## src/rtl/clint.sv

```systemverilog
// Core-local interruptor: machine/supervisor software-interrupt bits, the free-running
// 64-bit mtime with its prescaler, mtimecmp, and a single-cycle request/ack bus slave.
module clint #(
`ifdef RV64I
  parameter int DATA_SIZE    = 64,
`else
  parameter int DATA_SIZE    = 32,
`endif
  parameter int CLOCK_CYCLES = 1
) (
  input  logic                   clock,
  input  logic                   reset,
  input  logic                   rd_en,
  input  logic                   wr_en,
  input  logic [DATA_SIZE/8-1:0] byte_en,
  input  logic [15:0]            addr,
  input  logic [DATA_SIZE-1:0]   wr_data,
  output logic [DATA_SIZE-1:0]   rd_data,
  output logic                   ack,
  output logic                   mem_msip,
  output logic                   mem_ssip,
  output logic [63:0]            mem_mtime,
  output logic [63:0]            mem_mtimecmp
);

  localparam int NB = DATA_SIZE / 8;
  localparam int PW = (CLOCK_CYCLES > 1) ? $clog2(CLOCK_CYCLES) : 1;
  localparam logic [PW-1:0] PRESC_LAST = PW'(CLOCK_CYCLES - 1);
  localparam logic [15:0]   LANE_MASK  = 16'(NB - 1);

  typedef enum logic {
    ST_IDLE = 1'b0,
    ST_ACK  = 1'b1
  } state_e;

  function automatic logic [63:0] byte_merge(input logic [63:0] old_v,
                                             input logic [63:0] new_v,
                                             input logic [7:0]  mask);
    logic [63:0] res;
    for (int i = 0; i < 8; i++) begin
      res[i*8 +: 8] = mask[i] ? new_v[i*8 +: 8] : old_v[i*8 +: 8];
    end
    return res;
  endfunction

  state_e                 state_q, state_d;
  logic                   ack_q, ack_d;
  logic [DATA_SIZE-1:0]   rd_data_q, rd_data_d;
  logic                   msip_q, msip_d;
  logic                   ssip_q, ssip_d;
  logic [63:0]            mtime_q, mtime_d;
  logic [63:0]            mtimecmp_q, mtimecmp_d;
  logic [PW-1:0]          presc_q, presc_d;

  logic                   access_s;
  logic                   do_wr_s;
  logic                   do_rd_s;
  logic                   tick_s;
  logic [15:0]            aligned_s;
  logic                   hit_msip_s, hit_ssip_s, hit_cmp_s, hit_time_s;
  logic [7:0]             wmask_s;
  logic [63:0]            wdata_s;
  logic [63:0]            rd64_s;
  logic [DATA_SIZE-1:0]   rword_s;

  // Offsets ignore the byte-within-word bits; 32-bit buses split 64-bit registers in two words.
  assign aligned_s  = addr & ~LANE_MASK;
  assign hit_msip_s = (aligned_s == 16'h0000);
  assign hit_ssip_s = (aligned_s == 16'hC000);
  assign hit_cmp_s  = (aligned_s[15:3] == 13'h0800);
  assign hit_time_s = (aligned_s[15:3] == 13'h17FF);

  generate
    if (DATA_SIZE == 64) begin : g_dw64
      assign wmask_s = byte_en;
      assign wdata_s = wr_data;
      assign rword_s = rd64_s;
    end else begin : g_dw32
      logic hi_s;
      assign hi_s    = aligned_s[2];
      assign wmask_s = hi_s ? {byte_en, 4'b0000} : {4'b0000, byte_en};
      assign wdata_s = hi_s ? {wr_data, 32'h0000_0000} : {32'h0000_0000, wr_data};
      assign rword_s = hi_s ? rd64_s[63:32] : rd64_s[31:0];
    end
  endgenerate

  // Full 64-bit view of the addressed register; unmapped offsets read zero.
  always_comb begin
    rd64_s = 64'h0;
    if (hit_cmp_s) begin
      rd64_s = mtimecmp_q;
    end else if (hit_time_s) begin
      rd64_s = mtime_q;
    end else if (hit_msip_s) begin
      rd64_s = {63'h0, msip_q};
    end else if (hit_ssip_s) begin
      rd64_s = {63'h0, ssip_q};
    end else begin
      rd64_s = 64'h0;
    end
  end

  // Bus FSM: accept a request in IDLE, pulse ack in ACK, requests in ACK are dropped.
  always_comb begin
    state_d  = state_q;
    access_s = 1'b0;
    case (state_q)
      ST_IDLE: begin
        if (rd_en || wr_en) begin
          access_s = 1'b1;
          state_d  = ST_ACK;
        end else begin
          state_d  = ST_IDLE;
        end
      end
      ST_ACK:  state_d = ST_IDLE;
      default: state_d = ST_IDLE;
    endcase
  end

  assign do_wr_s = access_s && wr_en;
  assign do_rd_s = access_s && !wr_en;
  assign tick_s  = (presc_q == PRESC_LAST);

  // Register updates; a write to either mtime word replaces that cycle's increment.
  always_comb begin
    ack_d      = access_s;
    rd_data_d  = rd_data_q;
    msip_d     = msip_q;
    ssip_d     = ssip_q;
    mtimecmp_d = mtimecmp_q;
    mtime_d    = mtime_q;
    presc_d    = presc_q;

    if (tick_s) begin
      presc_d = {PW{1'b0}};
    end else begin
      presc_d = presc_q + PW'(1);
    end

    if (do_wr_s && hit_time_s) begin
      mtime_d = byte_merge(mtime_q, wdata_s, wmask_s);
    end else if (tick_s) begin
      mtime_d = mtime_q + 64'd1;
    end else begin
      mtime_d = mtime_q;
    end

    if (do_wr_s && hit_cmp_s) begin
      mtimecmp_d = byte_merge(mtimecmp_q, wdata_s, wmask_s);
    end else begin
      mtimecmp_d = mtimecmp_q;
    end

    if (do_wr_s && hit_msip_s && byte_en[0]) begin
      msip_d = wr_data[0];
    end else begin
      msip_d = msip_q;
    end

    if (do_wr_s && hit_ssip_s && byte_en[0]) begin
      ssip_d = wr_data[0];
    end else begin
      ssip_d = ssip_q;
    end

    if (do_rd_s) begin
      rd_data_d = rword_s;
    end else begin
      rd_data_d = rd_data_q;
    end
  end

  // State registers with asynchronous active-low reset.
  always_ff @(posedge clock or negedge reset) begin
    if (!reset) begin
      state_q    <= ST_IDLE;
      ack_q      <= 1'b0;
      rd_data_q  <= {DATA_SIZE{1'b0}};
      msip_q     <= 1'b0;
      ssip_q     <= 1'b0;
      mtime_q    <= 64'h0;
      mtimecmp_q <= 64'hFFFF_FFFF_FFFF_FFFF;
      presc_q    <= {PW{1'b0}};
    end else begin
      state_q    <= state_d;
      ack_q      <= ack_d;
      rd_data_q  <= rd_data_d;
      msip_q     <= msip_d;
      ssip_q     <= ssip_d;
      mtime_q    <= mtime_d;
      mtimecmp_q <= mtimecmp_d;
      presc_q    <= presc_d;
    end
  end

  assign ack          = ack_q;
  assign rd_data      = rd_data_q;
  assign mem_msip     = msip_q;
  assign mem_ssip     = ssip_q;
  assign mem_mtime    = mtime_q;
  assign mem_mtimecmp = mtimecmp_q;

endmodule

```

## config.mk

```make
export PLATFORM = sky130hd
export DESIGN_NAME = clint
export DESIGN_NICKNAME = d
export VERILOG_FILES = /design/src/rtl/clint.sv
export SDC_FILE = /design/constraint.sdc
export NUM_CORES = 1
export LEC_CHECK = 0
export CAP_MARGIN = 10
export CORE_ASPECT_RATIO = 1.75
export CORE_MARGIN = 2
export CORE_UTILIZATION = 24
export CTS_BUF_LIST = sky130_fd_sc_hd__clkbuf_4 sky130_fd_sc_hd__clkbuf_8
export CTS_CLUSTER_SIZE = 14
export DETAILED_ROUTE_END_ITERATION = 6
export SETUP_SLACK_MARGIN = 0.05
export SLEW_MARGIN = 5
export SYNTH_ARGS = -nofsm -noshare
export SYNTH_HDL_FRONTEND = slang
export SYNTH_SLANG_ARGS = --single-unit
export TNS_END_PERCENT = 100
```

## constraint.sdc

```tcl
create_clock -name clock -period 3.25 [get_ports clock]
set_clock_uncertainty 0.15 [all_clocks]
set_input_delay 0.65 -clock clock [delete_from_list [all_inputs] [get_ports clock]]
set_output_delay 0.65 -clock clock [all_outputs]
set_load 0.01 [all_outputs]
```

==> summary.txt <==
Run status
  – Status: finished clean

Floorplan
  – Die outline width: 149 um
  – Cell Rows: 93
  – Core area: approximately 37000 sq um
  – Io pins: roughly 220
  – Die area: 38600 sq um
  – Initial Util: between 20% and 30%
  – Die height: approximately 260 um

Global routing
  – Vias in the first global route: 8734
  – Initial antenna violation count: 1
  – GRT overflow: 0
  – Pin count of the biggest net entering global routing: 66
  – First-pass GRT wire length: around 53000 um
  – Gr usage total: 18.0%

Worst setup path
  – Critical path's most frequent cell: nand2_1
  – Max incr delay on CP: approximately 0.63 ns
  – Worst Path Arrival: 3.29 ns
  – WP data required: 3.53 ns
  – Cell Chain, Critical Path: ha_1, nand2_1, or4_4, a2111oi_4, nand2_1, or3_1, nand3_1
  – CP Class: reg -> reg
  – Slowest cell on crit path: or4_4
  – Kind of end point of the critical path: flip-flop
  – Max FO, Critical Path: 6
  – Buf/Inv on CP: 0
  – CP startpoint kind: flip-flop
  – Reg2reg path depth: 7
  – R2R Path Start: mem_mtime[1]
  – Top delay family on crit path: simple AND/OR/NAND/NOR gates
  – R2R setup slack: 0.24 ns
  – Crit Reg-Reg Endpoint: mem_mtime[48]

CTS
  – Cts repair resizes: 0
  – Clk sinks: 163
  – Num CTS Buffers: 17
  – CTS tree: built
  – H-Tree Depth: 4
  – Clk_lat worst skew: 0.50 ns
  – Clk slew on worst S/H paths: roughly 0.080 ns
  – Clock Tree Buf Depth: 2
  – Clock root buffer master: clkbuf_8

Finish
  – Nets: between 1000 and 1500
  – Share of cells above drive strength 1: 24.3%
  – Layout Utilization: approximately 35%
  – Layout Area Growth over Synthesis: 43.2%
  – Design area: about 13000 sq um

Logic synthesis
  – Syn Nets: 935
  – Yosys warnings: 0
  – EDFF count, synth: 0
  – Mapped Area: 8870 sq um
  – Synth Area per Inst: slightly above 10 sq um
  – Async SR Flop Fraction: 100%
  – Post-synthesis cell type count: 65
  – Sequential fraction of the synthesis area: 46.9%
  – Cells after synthesis: just under 900
  – Flop and latch count out of synthesis: between 150 and 200
  – Commonest register cell after synthesis: dfrtp_1

Route
  – Initial DRC count: 596
  – Vias: between 8000 and 9000
  – Post-DR wirelength/cell: 20.8 um
  – Total iterations of the first detailed-routing run: 5
  – DRC viols: 0
  – Via-per-instance ratio: about 5.1
  – Antenna viol nets, final: 0
  – WL final: 34500 um

Placement
  – DP Wirelength: 26300 um
  – I/O Buffers: 216
  – Final GP Congestion: ~0.85
  – Placed Instance Area: 12300 sq um

STA
  – Highest Clock Rate: ~0.33 GHz
  – Fin crit share: 92.5%
  – RSZ-0062 raised after global routing: false
  – Setup TNS: 0 ns
  – Hold Vio Cnt, Final: 0
  – Final setup viols: 0
  – Tightest Pin Transition: 0.667 ns
  – Final min period: 3.01 ns
  – Slew Limit Fails: 0
  – Slew HR: 55.5%

Job
  – Max Cap Viol: 0

Pwr
  – Final Power: 4.50 mW
  – VDD IR max: 251 uV
  – Power density cells: 354 nW/um^2
  – Leakage: 5.03 nW

Hold path
  – Cells on Worst Hold Path: 2
  – Hold path start: rd_data[19]
  – WHS Endpoint: rd_data[19]
  – Worst min path class: reg -> reg
report_power, final:
group          total (mW)  internal, mW  leakage (nW)  switching (mW)
Clock                1.68         0.878         0.230           0.806
Sequential           2.17          2.09          1.87          0.0789
Combinational       0.646         0.312          2.92           0.334
Total                4.50          3.28          5.03            1.22
metrics by stage:
| step | setup slack, ns | cells | hold slack [ns] |
|---|---|---|---|
| 2_1_floorplan | 0.411 | 878 | 0.204 |
| 3_3_place_gp | -0.0571 | 1625 | 0.313 |
| 3_5_place_dp | -0.0364 | 1625 | 0.321 |
| 4_1_cts | 0.259 | 1658 | 0.343 |
| 5_1_grt | 0.0843 | 1659 | 0.370 |
| 6_report | 0.244 | 1659 | 0.337 |
synthesized netlist by cell type (all sizes together), types with 10 or more instances:
cell     n  area [sq um]
and3    11          68.8
and4    10          87.6
nand3   35           175
nor3    23           131
dfrtp   99          2480
dfstp   64          1680
clkbuf  26          97.6
nor2    83           312
a211oi  23           183
nor4    13           109
mux2    67           754
o21ai   57           285
buf     13          68.8
mux2i   62           621
a21oi   37           185
o22a    29           254
nand2   97           364
inv     11          41.3
nand4   13          96.3
flip-flops by register name, summed over array words and instances (netlist names):
register	cells
mem_mtimecmp	64
rd_data	32
mem_mtime	64
mem_msip	1
mem_ssip	1
ack	1
logic make-up (layout without fill, tap and decap cells):
logic type	after synthesis	count (layout)	share of synthesized area (%)
simple gates	324	324	18.3
fa+ha+maj	1	1	0.141
other cells	0	1	0
mux	129	129	15.5
flops	163	163	46.9
buf+inv	50	355	2.34
compound gates	211	211	16.8
what timing repair did:
item / 4_1_cts / 5_1_grt
endpoints found under the hold margin: 4 / 0
hold buffers: 1 / 0
endpoints found under the setup margin: 0 / 0
setup buffers: 0 / 0
worst max path at each step:
stage	slack, ns	start	depth (start not counted)	end
floorplan	0.41	addr[15]	8	mem_mtime[2]
CTS	0.26	mem_mtime[1]	7	mem_mtime[48]
global placement	-0.06	addr[3]	9	mem_mtimecmp[24]
global route	0.08	mem_mtime[1]	7	mem_mtime[58]
finish	0.24	mem_mtime[1]	7	mem_mtime[48]
detailed placement	-0.04	addr[3]	9	mem_mtimecmp[57]
area by class of cell:
type	count	area, sq um
timing repair buffer	312	2960
multi-input combinational	665	4510
sequential	163	4160
inverter	11	41.3
fill	3757	23900
clock buffer	24	318
tap	475	594
clock inverter	8	123
antenna	1	2.50
layer usage:
metal / vias to the layer above / track usage [%] / wire (um)
met3: 81 / 2.64 / 1450
met4: 0 / 9.31 / 1540
met2: 319 / 33.8 / 19000
li1: 3885 / - / -
met1: 4208 / 19.3 / 12600
met5: - / 0 / 0
cell usage in the layout, fill, tap and decap left out, types with 10 or more instances in the layout:
cell             instances
o22a_1                  29
dfrtp_1                 99
clkbuf_8                22
o21ai_0                 50
dfstp_2                 64
inv_1                   11
mux2i_1                 62
nor2_1                  83
nand3_1                 35
mux2_2                  67
buf_4                   90
nand2_1                 97
a21oi_1                 37
clkdlybuf4s50_1        214
and4_1                  10
nand4_1                 12
a211oi_1                21
and3_1                  11
nor3_1                  21
worst register-to-register path, cell delays in order, from the launching register on:
cell and delay (ns):
dfrtp_1 0.46, ha_1 0.23, nand2_1 0.15, or4_4 0.63, a2111oi_4 0.51, nand2_1 0.32, or3_1 0.42, nand3_1 0.08
Power figures use the tool's default switching activity.
